===== src/rtl/dec_pkg.sv =====
// Shared types, mode encodings and H-matrix column generator for the SEC-DED syndrome locator.
package dec_pkg;

  typedef enum logic [1:0] {
    StClean   = 2'd0,
    StDataErr = 2'd1,
    StChkErr  = 2'd2,
    StUncorr  = 2'd3
  } dec_status_e;

  localparam logic [1:0] ModeW8  = 2'd0;
  localparam logic [1:0] ModeW16 = 2'd1;
  localparam logic [1:0] ModeW32 = 2'd2;
  localparam logic [1:0] ModeW64 = 2'd3;

  localparam int unsigned ModeLog2Base = 3;
  // Wide enough for the largest syndrome (64 data bits -> 7 bits).
  localparam int unsigned ColW = 7;

  function automatic int unsigned mode_log2(input logic [1:0] mode);
    return ModeLog2Base + 32'(mode);
  endfunction

  // Column i of the code with 2^width_log2 data bits: overall-parity bit at width_log2, then
  // one-hot low bits, a bare parity column, and finally the multi-bit values in ascending order.
  function automatic logic [ColW-1:0] dec_col(input int unsigned width_log2,
                                               input int unsigned i);
    logic [ColW-1:0] col;
    int unsigned     rank;
    col = ColW'(1) << width_log2;
    if (i < width_log2) begin
      col = col | (ColW'(1) << i);
    end else if (i > width_log2) begin
      rank = 0;
      for (int unsigned v = 3; v < (32'd1 << width_log2); v++) begin
        if ((v & (v - 1)) != 0) begin
          if (rank == i - width_log2 - 1) col = col | ColW'(v);
          rank++;
        end
      end
    end
    return col;
  endfunction

endpackage


===== src/rtl/dec_column_match.sv =====
// Combinational compare of a syndrome against every data column of the selected mode.
module dec_column_match import dec_pkg::*; #(
  parameter  int unsigned MAX_W = 32,
  localparam int unsigned SW    = $clog2(MAX_W) + 1
) (
  input  logic [1:0]       mode,
  input  logic [SW-1:0]    s,
  output logic [MAX_W-1:0] match
);

  logic [3:0][MAX_W-1:0] mode_match;

  for (genvar m = 0; m < 4; m++) begin : g_mode
    for (genvar i = 0; i < MAX_W; i++) begin : g_col
      if ((8 << m) <= MAX_W && i < (8 << m)) begin : g_on
        localparam logic [ColW-1:0] Col = dec_col(ModeLog2Base + m, i);
        assign mode_match[m][i] = (s == Col[SW-1:0]);
      end else begin : g_off
        assign mode_match[m][i] = 1'b0;
      end
    end
  end

  // Modes wider than MAX_W select an all-zero vector.
  assign match = mode_match[mode];

endmodule


===== src/rtl/dec_syndrome_locator.sv =====
// Two-stage SEC-DED syndrome classifier with valid/ready handshakes.
// Optional DEC_ERR_CNT_EN adds saturating corrected/uncorrectable counters.
module dec_syndrome_locator import dec_pkg::*; #(
  parameter  int unsigned MAX_W = 32,
  localparam int unsigned SW    = $clog2(MAX_W) + 1,
  localparam int unsigned PW    = $clog2(MAX_W)
) (
  input  logic          clk,
  input  logic          rst,
  input  logic          in_valid,
  output logic          in_ready,
  input  logic [SW-1:0] s,
  input  logic [1:0]    codeword_width,
  output logic          out_valid,
  input  logic          out_ready,
  output logic [1:0]    status,
  output logic [PW-1:0] err_pos
`ifdef DEC_ERR_CNT_EN
  ,
  input  logic          cnt_clr,
  output logic [15:0]   corr_cnt,
  output logic [15:0]   uncorr_cnt
`endif
);

  localparam logic [1:0] MaxMode = (MAX_W >= 64) ? ModeW64 :
                                   (MAX_W >= 32) ? ModeW32 :
                                   (MAX_W >= 16) ? ModeW16 : ModeW8;

  logic [MAX_W-1:0] match;
  logic             s1_valid_q;
  logic [MAX_W-1:0] s1_match_q;
  logic [1:0]       s1_mode_q;
  logic [SW-1:0]    s1_s_q;
  logic             s2_valid_q;
  dec_status_e      status_q, status_d;
  logic [PW-1:0]    err_pos_q, err_pos_d;
  logic             s1_adv;
  logic             high_bits_set;

  dec_column_match #(
    .MAX_W(MAX_W)
  ) u_column_match (
    .mode (codeword_width),
    .s    (s),
    .match(match)
  );

  assign s1_adv   = !s2_valid_q || out_ready;
  assign in_ready = !s1_valid_q || s1_adv;

  always_comb begin
    status_d      = StUncorr;
    err_pos_d     = '0;
    high_bits_set = 1'b0;
    for (int unsigned b = 0; b < SW; b++) begin
      if (b > mode_log2(s1_mode_q) && s1_s_q[b]) high_bits_set = 1'b1;
    end
    if (s1_mode_q > MaxMode) begin
      status_d = StUncorr;
    end else if (s1_s_q == '0) begin
      status_d = StClean;
    end else if (|s1_match_q) begin
      // Data columns outrank check bits; the lowest matching index wins.
      status_d = StDataErr;
      for (int i = MAX_W - 1; i >= 0; i--) begin
        if (s1_match_q[i]) err_pos_d = PW'(i);
      end
    end else if (!high_bits_set && $onehot(s1_s_q)) begin
      status_d = StChkErr;
      for (int j = SW - 1; j >= 0; j--) begin
        if (s1_s_q[j]) err_pos_d = PW'(j);
      end
    end
  end

  always_ff @(posedge clk) begin
    if (rst) begin
      s1_valid_q <= 1'b0;
      s2_valid_q <= 1'b0;
      status_q   <= StClean;
      err_pos_q  <= '0;
    end else begin
      if (in_ready) s1_valid_q <= in_valid;
      if (s1_adv) s2_valid_q <= s1_valid_q;
      if (s1_adv && s1_valid_q) begin
        status_q  <= status_d;
        err_pos_q <= err_pos_d;
      end
    end
  end

  always_ff @(posedge clk) begin
    if (in_ready && in_valid) begin
      s1_match_q <= match;
      s1_mode_q  <= codeword_width;
      s1_s_q     <= s;
    end
  end

  assign out_valid = s2_valid_q;
  assign status    = status_q;
  assign err_pos   = err_pos_q;

`ifdef DEC_ERR_CNT_EN
  logic out_fire;
  assign out_fire = s2_valid_q && out_ready;

  // Clear takes precedence over a same-cycle increment.
  always_ff @(posedge clk) begin
    if (rst || cnt_clr) begin
      corr_cnt   <= '0;
      uncorr_cnt <= '0;
    end else if (out_fire) begin
      if (status_q == StUncorr) begin
        if (uncorr_cnt != 16'hFFFF) uncorr_cnt <= uncorr_cnt + 16'd1;
      end else if (status_q != StClean) begin
        if (corr_cnt != 16'hFFFF) corr_cnt <= corr_cnt + 16'd1;
      end
    end
  end
`endif

endmodule


===== config.mk =====
export PLATFORM = sky130hd
export DESIGN_NAME = dec_syndrome_locator
export DESIGN_NICKNAME = d
export VERILOG_FILES = /design/src/rtl/dec_pkg.sv /design/src/rtl/dec_column_match.sv /design/src/rtl/dec_syndrome_locator.sv
export SDC_FILE = /design/constraint.sdc
export NUM_CORES = 1
export LEC_CHECK = 0
export ABC_AREA = 1
export CORE_MARGIN = 10
export CORE_UTILIZATION = 35
export DETAILED_ROUTE_END_ITERATION = 8
export GPL_ROUTABILITY_DRIVEN = 0
export PLACE_DENSITY = 0.48
export REMOVE_ABC_BUFFERS = 1
export SYNTH_ARGS = -nofsm -noshare
export SYNTH_HDL_FRONTEND = slang
export SYNTH_HIERARCHICAL = 1
export SYNTH_SLANG_ARGS = --single-unit

===== constraint.sdc =====
create_clock -name clk -period 9.59 [get_ports clk]
set_input_delay 1.918 -clock clk [delete_from_list [all_inputs] [get_ports clk]]
set_output_delay 1.918 -clock clk [all_outputs]
set_load 0.005 [all_outputs]

# After elaboration in Yosys (flattened, before gate mapping)
# Cells that the tools add are included.
# op_classes
n_addsub	6
order_cmp	8
eq_ne	57
n_mux	54
n_reduce_logical	16
# ops
op	count
two-way mux 5 bit	41
== test 6 bit, second input constant	32
== test 6 x 5 -> 1 bit, second input constant	16
binary-select mux 32 bit (select 2 bit)	1
greater-than comparator 1 x 32 -> 1 bit, first input constant	2
greater-than comparator 2 x 32 -> 1 bit, first input constant	2
== test 6 x 4 -> 1 bit, second input constant	8
greater-than comparator 3 x 32 -> 1 bit, first input constant	1
two-way mux 32 bit	1
OR reduction 32 bit	1
logical AND 1 bit	9
two-way mux 1 bit	7
adder 1 x 1 -> 2 bit	3
logical NOT 6 bit	1
two-way mux 2 bit	3
adder 2 x 2 -> 3 bit	1
adder 2 x 2 -> 3 bit, first input constant	1
adder 3 x 2 -> 3 bit	1
== test 3 x 1 -> 1 bit, second input constant	1
greater-than comparator 3 bit, first input constant	1
logical NOT 1 bit	3
less-than comparator 2 x 3 -> 1 bit, second input constant	1
two-way mux 3 bit	1
greater-than comparator 2 bit, second input constant	1
logical OR 1 bit	2
# word_totals
regBits	49
in_bits	12
word_cells	148

# Longest topological paths before layout
# Gate-level depths: netlist of run 1.
# depth
ltp_word	35
ltp_mapped	35

# By module
# Netlist of run 1, hierarchy kept.
# by_module_without_submodules
module	instances	cells_each	area_per_inst_um2	seq_area_each_um2
dec_syndrome_locator	1	235	2250.9	1381.3
dec_column_match	1	121	554.3	0.0

# Worst setup path after synthesis of run 1
# OpenSTA, ideal clock, no wires.
# synth_path
path_kind	input -> output
startpoint	in out_ready
endpoint	out in_ready
arrival_time_ns	2.067
required_ns	7.672
path_slack_ns	5.605
path_stages	2
path_cell_list	inv_1 nand3_1
# synth_via
elab_chain_len	2
# synth_rtl
element	line	source
start: declaration	dec_syndrome_locator.sv:15	input logic out_ready,
logical OR 1 bit	dec_syndrome_locator.sv:49	assign s1_adv = !s2_valid_q || out_ready;
logical OR 1 bit	dec_syndrome_locator.sv:50	assign in_ready = !s1_valid_q || s1_adv;
end: declaration	dec_syndrome_locator.sv:11	output logic in_ready,
# Every way passes these cells.

# Final worst setup path of run 1
# Same ends and word-level chain as after synthesis.

==> results of run 1 <==
how the worst max path moves through the flow:
stage,start,to,cells after the start
floorplan,out_ready,in_ready,2
global placement,out_ready,in_ready,4
detailed placement,out_ready,in_ready,4
CTS,out_ready,in_ready,4
global route,out_ready,in_ready,4
finish,out_ready,in_ready,4
where the power goes:
part / internal [mW] / switching (mW) / total [mW]
sequential: 0.239 / 0.00619 / 0.246
clock: 0.0493 / 0.0642 / 0.114
combinational: 0.0200 / 0.0349 / 0.0549
total: 0.309 / 0.105 / 0.414
cell families (layout without fill, tap and decap cells):
family / count (synthesis) / count (layout)
and+or+nand+nor: 198 / 198
AOI/OAI and AO/OA: 31 / 31
DFF: 49 / 49
adders and majority gates: 9 / 9
buffers and inverters: 69 / 95
worst max-delay path, stage by stage:
cell	delay, ps
clkdlybuf4s50_1	450
inv_1	40
nand3_1	90
clkdlybuf4s50_1	520
state kept, by name (all words and copies together), names as in the netlist:
name,flops
s1_valid_q,1
s1_mode_q,2
s1_match_q,32
err_pos,5
s1_s_q,6
out_valid,1
status,2
area by class of cell:
type                       instances  area, um^2  share of cell area, %
sequential                        49        1380                   43.1
multi-input combinational        238        1160                   36.1
inverter                          67         253                   7.89
timing repair buffer              21         208                   6.49
tap                              102         128                   3.99
clock buffer                       6        72.6                   2.27
clock inverter                     1        3.75                  0.117
per-layer routing:
metal / routed length (um) / vias to the layer above / GRT usage, %
met5: 0 / - / 0
met4: 87 / 0 / 3.62
met3: 182 / 6 / 2.11
met2: 2700 / 26 / 17.1
met1: 3120 / 978 / 15.6
li1: - / 1173 / -
cell usage in the layout, fill, tap and decap left out, drive strengths merged:
cell and n:
nand2 121, inv 66, nor2 48, edfxtp 40, clkdlybuf4s50 20, nand3 13, nor3 12, o21ai 12
a21oi 11, dfxtp 9, ha 6, clkbuf 6, a31oi 3, fa 3, nor4 2, nand4 2
clkinv 2, o21bai 1, o22ai 1, a2111oi 1, a311oi 1, o31ai 1, buf 1
through the flow:
stage | setup WS, ps | hold WS (ps) | area [um^2]
3_5_place_dp | 4640 | 457 | 3130
4_1_cts | 4640 | 472 | 3200
3_3_place_gp | 4640 | 458 | 3130
6_report | 4650 | 468 | 3200
5_1_grt | 4580 | 487 | 3200
2_1_floorplan | 5610 | 456 | 2790
==> impl_metrics.env, run 1 <==
export IMPL_cts_inserted_buffers=5
export IMPL_fin_nets=403
export IMPL_yosys_warnings=6
export IMPL_numPortBuffers=20
export IMPL_syn_cell_area_um2=2810
export IMPL_yosys_area_share_simple_pct=30.1
export IMPL_path_class="input port to output pin"
export IMPL_fp_dieArea_um2=12000
export IMPL_wl_per_cell_um=12.6
export IMPL_drt_iter0_markers=124
export IMPL_yosys_area_share_adder_pct=4.82
export IMPL_postCtsSetupBuffers=0
export IMPL_cts_path_max_buffers=2
export IMPL_tritoncts="built"
export IMPL_startpoint_type="input port"
export IMPL_r2r_cells=15
export IMPL_synth_area_leader_cell="edfxtp_1"
export IMPL_synthArstFlopShare_pct=0
export IMPL_peakVddDrop_mv=0.0480
export IMPL_maxCapViolCount=0
export IMPL_report_final_slew_viol_count=0
export IMPL_synth_common_cells="nand2_1 (118), inv_1 (58), nor2_1 (45)"
export IMPL_start_util_pct=36.1
export IMPL_grt_overflow_total=0
export IMPL_antenna_found_initial=0
export IMPL_outcome="completed"
export IMPL_seq_area_frac_synth_pct=49.2
export IMPL_hp_class="flop to flop"
export IMPL_yosys_cell_types_count=31
export IMPL_postRouteWirelength_um=6090
export IMPL_syn_area_per_cell_um2=7.88
export IMPL_finClkSkew_ps=10.7
export IMPL_synth_top_family_by_area="simple AND/OR/NAND/NOR gates"
export IMPL_rrSetupSlack_ps=5970
export IMPL_power_leakage_nw=1.37
export IMPL_min_from="err_pos[3]"
export IMPL_rsz0062_at_grt="false"
export IMPL_fillers=833
export IMPL_setup_viol=0
export IMPL_end_kind="output pin"
export IMPL_yosysTopAreaCellShare_pct=42.8
export IMPL_antennaDiodeCount=0
export IMPL_path_max_fanout=3
export IMPL_final_period_utilization_pct=51.5
export IMPL_postSynthCellCount=356
export IMPL_drive_above_1_share_pct=7.07
export IMPL_p_total_uw=414
export IMPL_grt_max_degree=41
export IMPL_pin_count=21
export IMPL_stdcell_count=484
export IMPL_synth_area_leaders="edfxtp_1 (43%), nand2_1 (16%), inv_1 (7.8%)"
export IMPL_place_inst=477
export IMPL_die_h_um=110
export IMPL_tns_ps=0
export IMPL_required_ps=7670
export IMPL_h_tree_depth=2
export IMPL_syn2layout_area_growth_pct=14.1
export IMPL_grt_pass1_vias=2150
export IMPL_tightest_slew_ps=519
export IMPL_cts_hold_buf=0
export IMPL_grt_use_total_pct=11.2
export IMPL_fmax_ghz=0.203
export IMPL_vias=2183
export IMPL_grt_pass1_wl_um=10600
export IMPL_synth_seq_cells=49
export IMPL_r2r_start="s1_s_q[0]"
export IMPL_period_needed_ps=4940
export IMPL_first_pass_iters=4
export IMPL_core_area_um2=7770
export IMPL_ant_nets=0
export IMPL_vias_per_cell=4.51
export IMPL_powerDensity_nw_per_um2=129
export IMPL_reg2reg_to="err_pos[2]"
export IMPL_hold_depth=2
export IMPL_synth_main_ff_cell="edfxtp_1"
export IMPL_root_buffer="clkbuf_8"
export IMPL_synth_most_common_cell="nand2_1"
export IMPL_hpwl_um=4840
export IMPL_clk_latency_ps=300
export IMPL_synthMuxAreaShare_pct=0
export IMPL_min_delay_worst_endpoint="err_pos[3]"
export IMPL_synth_edf_count=40
export IMPL_drc=0
export IMPL_row_count=32
export IMPL_clkTransAtPathRegs_ps=90
export IMPL_clock_sinks=49
export IMPL_final_util_pct=41.2
export IMPL_maxSlewHeadroom_pct=65.4
export IMPL_cts_resized=0
export IMPL_synth_xor_area_share_pct=0
export IMPL_crit_arrival_ps=3020
export IMPL_synth_compound_area_share_pct=6.29
export IMPL_finalHoldViolations=0
export IMPL_die_w_um=110
Note: power is estimated with default switching activity, not from simulation.
==> run 2, diff against run 1 <==
Clock period 9.59 ns to 4.8 ns, I/O delays scaled along.
==> impl_metrics.env, run 2 (synthesis gave the netlist of run 1 again) <==
export IMPL_drc=0
export IMPL_startpoint_type="flop"
export IMPL_fp_dieArea_um2=12000
export IMPL_ant_nets=0
export IMPL_grt_pass1_vias=2149
export IMPL_fillers=813
export IMPL_crit_arrival_ps=3780
export IMPL_setup_viol=0
export IMPL_hp_class="flop to flop"
export IMPL_first_pass_iters=4
export IMPL_clock_sinks=49
export IMPL_core_area_um2=7770
export IMPL_tns_ps=0
export IMPL_row_count=32
export IMPL_fmax_ghz=0.282
export IMPL_maxSlewHeadroom_pct=66.4
export IMPL_syn2layout_area_growth_pct=15.5
export IMPL_vias_per_cell=4.47
export IMPL_antenna_found_initial=0
export IMPL_grt_pass1_wl_um=10300
export IMPL_max_stage_delay_ps=550
export IMPL_powerDensity_nw_per_um2=274
export IMPL_cpLargestDelayFamily="adder cells"
export IMPL_tritoncts="built"
export IMPL_root_buffer="clkbuf_8"
export IMPL_end_kind="flop"
export IMPL_power_leakage_nw=1.39
export IMPL_largest_register="s1_match_q"
export IMPL_path_depth=15
export IMPL_cts_resized=0
export IMPL_largest_reg_flops=32
export IMPL_fin_nets=403
export IMPL_period_needed_ps=3540
export IMPL_h_tree_depth=2
export IMPL_grt_overflow_total=0
export IMPL_crit_slowest_cell="fa_1"
export IMPL_drive_above_1_share_pct=7.83
export IMPL_r2r_cells=15
export IMPL_tightest_slew_ps=504
export IMPL_finClkSkew_ps=12.3
export IMPL_layout_common_cells="nand2_1 (118), inv_1 (58), nor2_1 (45)"
export IMPL_final_util_pct=41.7
export IMPL_peakVddDrop_mv=0.119
export IMPL_numPortBuffers=20
export IMPL_pin_count=21
export IMPL_outcome="completed"
export IMPL_grt_max_degree=41
export IMPL_die_h_um=110
export IMPL_start_util_pct=36.1
export IMPL_maxCapViolCount=0
export IMPL_required_ps=5040
export IMPL_wl_per_cell_um=12.5
export IMPL_clk_latency_ps=300
export IMPL_crit_chain="fa_1, inv_1, fa_1, inv_1, ha_1, fa_1, inv_1, nand2_1, a2111oi_0, nand3_1, nor2_1, nand2_1, nor4_1, o21ai_1, a21oi_1"
export IMPL_antennaDiodeCount=0
export IMPL_clkTransAtPathRegs_ps=100
export IMPL_rsz0062_at_grt="false"
export IMPL_path_max_fanout=3
export IMPL_final_common_cell="nand2_1"
export IMPL_path_class="flop to flop"
export IMPL_hpwl_um=4800
export IMPL_cts_path_max_buffers=2
export IMPL_drt_iter0_markers=113
export IMPL_cp_num_buf_inv=3
export IMPL_vias=2167
export IMPL_hold_depth=2
export IMPL_grt_use_total_pct=10.9
export IMPL_final_period_utilization_pct=73.8
export IMPL_finalHoldViolations=0
export IMPL_postCtsSetupBuffers=0
export IMPL_cts_hold_buf=0
export IMPL_report_final_slew_viol_count=0
export IMPL_postRouteWirelength_um=6080
export IMPL_die_w_um=110
export IMPL_cts_inserted_buffers=5
==> run 2: changes by cell type in the layout (fill, tap and decap cells not counted), sizes merged <==
cell | previous run | this run
inv | 66 | 67
clkinv | 2 | 1
clkbuf | 6 | 7
==> run 2: worst paths after layout <==
kind,from,to,slack [ps]
max,s1_s_q[0],err_pos[2],1260
min reg2reg,err_pos[4],err_pos[4],470
max reg2reg,s1_s_q[0],err_pos[2],1260
min,err_pos[4],err_pos[4],470
==> run 2: worst register-to-register path: cells and delay by family (launching register included) <==
kind	cells	cell delay (ps)
DFF	1	450
adders and majority gates	4	1620
buffers and inverters	3	150
AOI/OAI and AO/OA	3	620
and+or+nand+nor	5	630
==> run 2: metrics by stage <==
step	worst slack [ps]	hold WS (ps)	std cells	power (mW)	instance area, um^2
CTS	1240	473	485	0.895	3240
detailed placement	1270	458	477	0.612	3130
floorplan	1570	456	354	0.570	2790
finish	1260	469	485	0.886	3240
global placement	1380	457	477	0.611	3130
global route	833	486	485	0.932	3240
==> run 2: area by class of cell <==
type                            instances  area [um^2]  share of cell area, %
Multi-Input combinational cell        238         1160                   35.7
Clock buffer                            7          108                   3.32
Tap cell                              102          128                   3.94
Clock inverter                          1         6.26                  0.193
Timing Repair Buffer                   21          208                   6.41
Sequential cell                        49         1380                   42.6
Inverter                               67          253                   7.80
==> run 2: power breakdown <==
| group | leakage [nW] | total (mW) | switching (mW) | internal (mW) |
|---|---|---|---|---|
| clock network | 0.0599 | 0.286 | 0.137 | 0.149 |
| logic | 0.857 | 0.110 | 0.0698 | 0.0398 |
| registers | 0.474 | 0.491 | 0.0122 | 0.478 |
==> run 2: layer usage <==
layer  share of wire, %  track usage [%]  vias to the layer above
met5                  0                0                        -
met4                1.0             4.00                        0
met3                3.7             1.87                        2
met2                 43             16.4                       34
met1                 52             15.5                      957
li1                   -                -                     1174
==> variant 1, RTL diff (config.mk and constraints of run 1) <==
`MAX_W` is set to 32 in 2 places; all go to 64.
--- a/src/rtl/dec_column_match.sv
+++ b/src/rtl/dec_column_match.sv
@@ -1,5 +1,5 @@
 // Combinational compare of a syndrome against every data column of the selected mode.
 module dec_column_match import dec_pkg::*; #(
-  parameter  int unsigned MAX_W = 32,
+  parameter  int unsigned MAX_W = 64,
   localparam int unsigned SW    = $clog2(MAX_W) + 1
 ) (
--- a/src/rtl/dec_syndrome_locator.sv
+++ b/src/rtl/dec_syndrome_locator.sv
@@ -2,5 +2,5 @@
 // Optional DEC_ERR_CNT_EN adds saturating corrected/uncorrectable counters.
 module dec_syndrome_locator import dec_pkg::*; #(
-  parameter  int unsigned MAX_W = 32,
+  parameter  int unsigned MAX_W = 64,
   localparam int unsigned SW    = $clog2(MAX_W) + 1,
   localparam int unsigned PW    = $clog2(MAX_W)
Ports: changed (resized err_pos and s); port bits go from 21 to 23. No check against the original RTL was run, so the function may have changed too.
==> variant 1 against run 1 <==
Count of clock-buffer cells in the layout grew 3; setup slack got worse by 0.015 ns; design area is 74% higher; global-route usage is 2.4 points higher; register-to-register slack lost 0.28 ns; sequential cell count up 34; wire length grew 110%; cell count grew 76%; area after synthesis grew 74%; non-clock buffer count up 2; sequential share of layout area shrank 0.31 points; total power grew 110%; critical path type unchanged; critical endpoint unchanged; largest power group unchanged.
==> variant 1: results (changes against run 1) <==
stage	metric	value	unit	change
logic_synthesis	ys_top_cells_by_area	edfxtp_1 45%, nand2_1 16%, inv_1 8.5%, nor2_1 8.3%, dfxtp_1 4.1%		
clocking	clk_pin_slew_worst_paths	0.06	ns	-0.03 ns
placed_design	placed_area	5270	um^2	+69%
cells_and_area	drive_gt1_frac	0.0551		-0.0155
drt	drt_wl_total	13.0	mm	+110%
clocking	clockRootBuffer	clkbuf_16		
placed_design	dp.cells	835		+75%
logic_synthesis	yosysUniqueCellTypes	38		+23%
run_status	status	finished, final reports clean		
drt	drt_iter0_drc	392		+220%
placed_design	hpwl	9.85	mm	+100%
global_routing	grt_max_degree	74		+80%
worst_setup_path	cp.arrival	3.04	ns	+0.02 ns
cells_and_area	num-nets-final	688		+71%
clocking	max-clock-path-buffers	2		unchanged
global_routing	grt-ovfl-total	0		unchanged
global_routing	grt_first_pass_wirelength	21.0	mm	+98%
drt	firstDrtPassIters	5		+1
logic_synthesis	synth_ff_type	edfxtp_1		
logic_synthesis	yosysSeqAreaShare	0.491		-0.00178
clocking	postCtsSetupRepairBufs	0		unchanged
logic_synthesis	syn_inst	641		+80%
logic_synthesis	synth_commonest_cells	202 x nand2_1, 110 x inv_1, 108 x nor2_1		
pwr	p_leak	2.45	nW	+79%
global_routing	grt.total_usage	0.137		+0.0245
sta	maxSlewHeadroom	0.241		-0.413
logic_synthesis	ys_async_sr_fraction	0		unchanged
global_routing	grt_pass1_vias	3858		+79%
global_routing	antenna_found_initial	0		unchanged
logic_synthesis	synth_edf_count	73		+83%
clocking	cts_resized	0		unchanged
clocking	clock_latency	0.33	ns	+0.03 ns
placed_design	place_ws	4.63	ns	-0.00610 ns
cells_and_area	top_register	s1_match_q		
logic_synthesis	yosysWarnings	6		unchanged
clocking	htreeDepth	3		+1
cells_and_area	antenna_cells	0		unchanged
drt	num_vias	4072		+87%
min_path	hold_path_class	flip-flop to flip-flop		
sta	skew	0.00554	ns	-0.00515 ns
clocking	numCtsBuffers	9		+4
pwr	ir_drop	0.0000822	V	+71%
placed_design	port_buffers	22		+10%
cells_and_area	stdcell_count	851		+76%
cells_and_area	largest_reg_flops	64		+100%
worst_setup_path	crit_fanout	3		unchanged
-- variant 1: cell types whose count changed after synthesis, sizes merged, moves of 4 or more --
cell and delta:
inv +49, nor2 +68, a21oi +4, buf +7
nand2 +85, nor3 -4, nand3 +25, o22ai +8
o211ai +4, edfxtp +33
-- variant 1: metrics by stage --
stage           util  hold WS (ns)
5_1_grt        0.406         0.488
6_report       0.406         0.466
2_1_floorplan      -         0.456
4_1_cts        0.406         0.470
3_3_place_gp   0.382         0.454
3_5_place_dp   0.382         0.461
-- variant 1: final timing paths --
path	slack, ns	from	end	cells after the start
hold reg to reg	0.47	err_pos[3]	err_pos[3]	2
setup reg to reg	5.69	s1_match_q[61]	err_pos[0]	66
setup / recovery	4.64	out_ready	in_ready	4
hold / removal	0.47	err_pos[3]	err_pos[3]	2
-- variant 1: report_power, final --
group,total (W),switching [W],internal [W]
logic,0.0000884,0.0000601,0.0000283
registers,0.000419,0.00000935,0.000410
clock network,0.000365,0.000138,0.000227
-- variant 1: cell type report --
| type | instances | area, um^2 |
|---|---|---|
| fill | 1440 | 8190 |
| sequential | 83 | 2390 |
| multi-input combinational | 433 | 1990 |
| inverter | 116 | 437 |
| timing repair buffer | 23 | 228 |
| clock buffer | 9 | 225 |
| tap | 180 | 225 |
| clock inverter | 7 | 92.6 |
-- variant 1: per-layer routing --
layer,global-route usage,vias up,share of wire
met1,0.183,1859,0.47
met3,0.0281,25,0.054
met2,0.213,109,0.45
met5,0,-,0
li1,-,2079,-
met4,0.0488,0,0.027
-- variant 1: logic make-up (layout without fill, tap and decap cells) --
group / count (synthesis) / after routing / synth area share
AO/OA/AOI/OAI: 51 / 51 / 0.0652
flip-flops: 83 / 83 / 0.491
adder cells (fa/ha/maj): 9 / 9 / 0.0293
buffers and inverters: 125 / 155 / 0.102
AND/OR/NAND/NOR: 373 / 373 / 0.313
-- variant 1: worst max-delay path, stage by stage --
cell and delay (ns):
clkdlybuf4s50_1 0.45, inv_1 0.04, nand3_1 0.10, clkdlybuf4s50_1 0.52
==> variant 2, RTL diff (settings of run 1) <==
Made on the original files. Register the output `err_pos` once more, with the module's reset; this adds one clock of latency there. The other outputs are not delayed to match.
--- a/src/rtl/dec_syndrome_locator.sv
+++ b/src/rtl/dec_syndrome_locator.sv
@@ -101,5 +101,11 @@
   assign out_valid = s2_valid_q;
   assign status    = status_q;
-  assign err_pos   = err_pos_q;
+  always_ff @(posedge clk) begin
+    if (rst) begin
+      err_pos <= '0;
+    end else begin
+      err_pos <= err_pos_q;
+    end
+  end
 
 `ifdef DEC_ERR_CNT_EN
Behaviour: not the same (a bounded check fails within 4 cycles, from zero or initial values and one cycle with rst high).
==> variant 2 against run 1 <==
Wire length up 3.4%; hold slack got worse by 0.047 ns; register-to-register slack better by 0.19 ns; highest routed layer unchanged; setup slack got worse by 0.019 ns; sequential cell count grew 5; total power up 7.9%; clock skew fell by 0.00087 ns; core utilization shrank 0.24 points; area after synthesis up 5.5%; global-route usage fell by 0.98 points; sequential share of layout area increased by 0.86 points; design area is 5.2% higher; first-iteration DRC count fell by 18%; cell count up 3.3%; largest cell class unchanged.
==> variant 2: results (changes against run 1) <==
stage	metric	value	unit	change
clocking	clock_latency	0.31	ns	
clocking	clockRootBuffer	clkbuf_8		
drt	num_vias	2252		+3.2%
logic_synthesis	syn_inst	368		+3.4%
clocking	cts_resized	0		unchanged
logic_synthesis	yosysUniqueCellTypes	33		+6.5%
global_routing	grt.total_usage	0.102		-0.00980
worst_setup_path	crit_fanout	3		unchanged
global_routing	grt_first_pass_wirelength	10.7	mm	+0.98%
clocking	max-clock-path-buffers	2		unchanged
worst_setup_path	slowest_stage	clkdlybuf4s50_1		
clocking	htreeDepth	2		unchanged
worst_setup_path	cp.arrival	3.04	ns	+0.02 ns
logic_synthesis	ys_top_cells_by_area	edfxtp_1 41%, nand2_1 14%, dfxtp_1 9.5%, inv_1 8.1%, nor2_1 6.6%		
logic_synthesis	synth_commonest_cells	113 x nand2_1, 64 x inv_1, 52 x nor2_1		
logic_synthesis	synth_edf_count	40		unchanged
worst_setup_path	timing.critical_path.from	out_ready		
pwr	p_leak	1.46	nW	+6.7%
worst_setup_path	reg2reg_from	s1_s_q[0]		
sta	skew	0.00983	ns	-0.000869 ns
drt	detail_route.vias_per_cell	4.50		-0.14%
clocking	postCtsSetupRepairBufs	0		unchanged
run_status	status	finished, final reports clean		
worst_setup_path	slowest_delay	0.52	ns	about the same
global_routing	grt_pass1_vias	2165		+0.70%
min_path	hold_start	err_pos_q[4]		
logic_synthesis	yosysSeqAreaShare	0.500		+0.00801
global_routing	grt_max_degree	41		unchanged
sta	tightest_slew	0.521	ns	+0.00202 ns
min_path	hold_path_class	flip-flop to flip-flop		
logic_synthesis	ys_async_sr_fraction	0		unchanged
clocking	numCtsBuffers	5		unchanged
logic_synthesis	yosysWarnings	6		unchanged
drt	drt_wl_total	6.30	mm	+3.4%
cells_and_area	fillers	860		+3.2%
cells_and_area	antenna_cells	0		unchanged
placed_design	hpwl	4.93	mm	+1.8%
placed_design	dp.cells	492		+3.1%
cells_and_area	reg.largest.list	s1_match_q: 32 flops, s1_s_q: 6 flops		
cells_and_area	num-nets-final	415		+3.0%
placed_design	port_buffers	20		unchanged
clocking	clk_pin_slew_worst_paths	0.09	ns	about the same
global_routing	antenna_found_initial	0		unchanged
drt	firstDrtPassIters	4		unchanged
cells_and_area	drive_gt1_frac	0.0759		+0.00527
drt	drt_iter0_drc	102		-18%
pwr	ir_drop	0.0000471	V	-1.9%
worst_setup_path	critical_path.top_delay_family	buffers and inverters		
-- variant 2: changes by cell type in the layout (fill, tap and decap cells not counted), moves of 2 or more --
cell     delta
a21oi_1     -3
a22o_1      +2
dfxtp_1     +5
inv_1       +7
nand2_1     -5
nor2_1      +7
-- variant 2: layout make-up --
type                    count  share of cell area
multi-input cells         237               0.347
flip-flops and latches     54               0.440
clock buffers               6              0.0216
well taps                 105              0.0390
inverters                  75              0.0881
repair buffers             21              0.0617
clock inverters             2             0.00297
-- variant 2: final timing paths --
check,to,slack [ns],depth (start not counted)
min,err_pos[4],0.42,2
min reg2reg,err_pos[4],0.42,2
max reg2reg,err_pos_q[1],6.16,14
max,in_ready,4.63,4
-- variant 2: routing by layer --
metal,GRT usage,wire (um),share of wire
met1,0.143,3340,0.53
met2,0.154,2640,0.42
met3,0.0220,247,0.039
met4,0.0279,68,0.011
met5,0,0,0
-- variant 2: where the power goes --
group | internal, W | switching, W
logic | 0.0000207 | 0.0000359
clock network | 0.0000511 | 0.0000728
registers | 0.000260 | 0.00000587
total | 0.000332 | 0.000115
-- variant 2: through the flow --
stage	power [W]	setup WS [ns]	util	instance area [um^2]
after floorplan	0.000308	5.62	-	2950
after global placement	0.000328	4.64	0.400	3280
after detailed placement	0.000329	4.62	0.400	3280
after CTS	0.000453	4.62	0.410	3370
after global routing	0.000469	4.58	0.410	3370
final	0.000447	4.63	0.410	3370
-- variant 2: tightest hold or removal path: stages (launching register included) --
cell     delay, ns
dfxtp_1       0.31
inv_1         0.04
nor2_1        0.04
-- variant 2: cells by family after synthesis --
logic type	after synthesis	synth area share
simple gates	198	0.287
buf+inv	77	0.105
flops	54	0.500
compound gates	30	0.0613
fa+ha+maj	9	0.0456
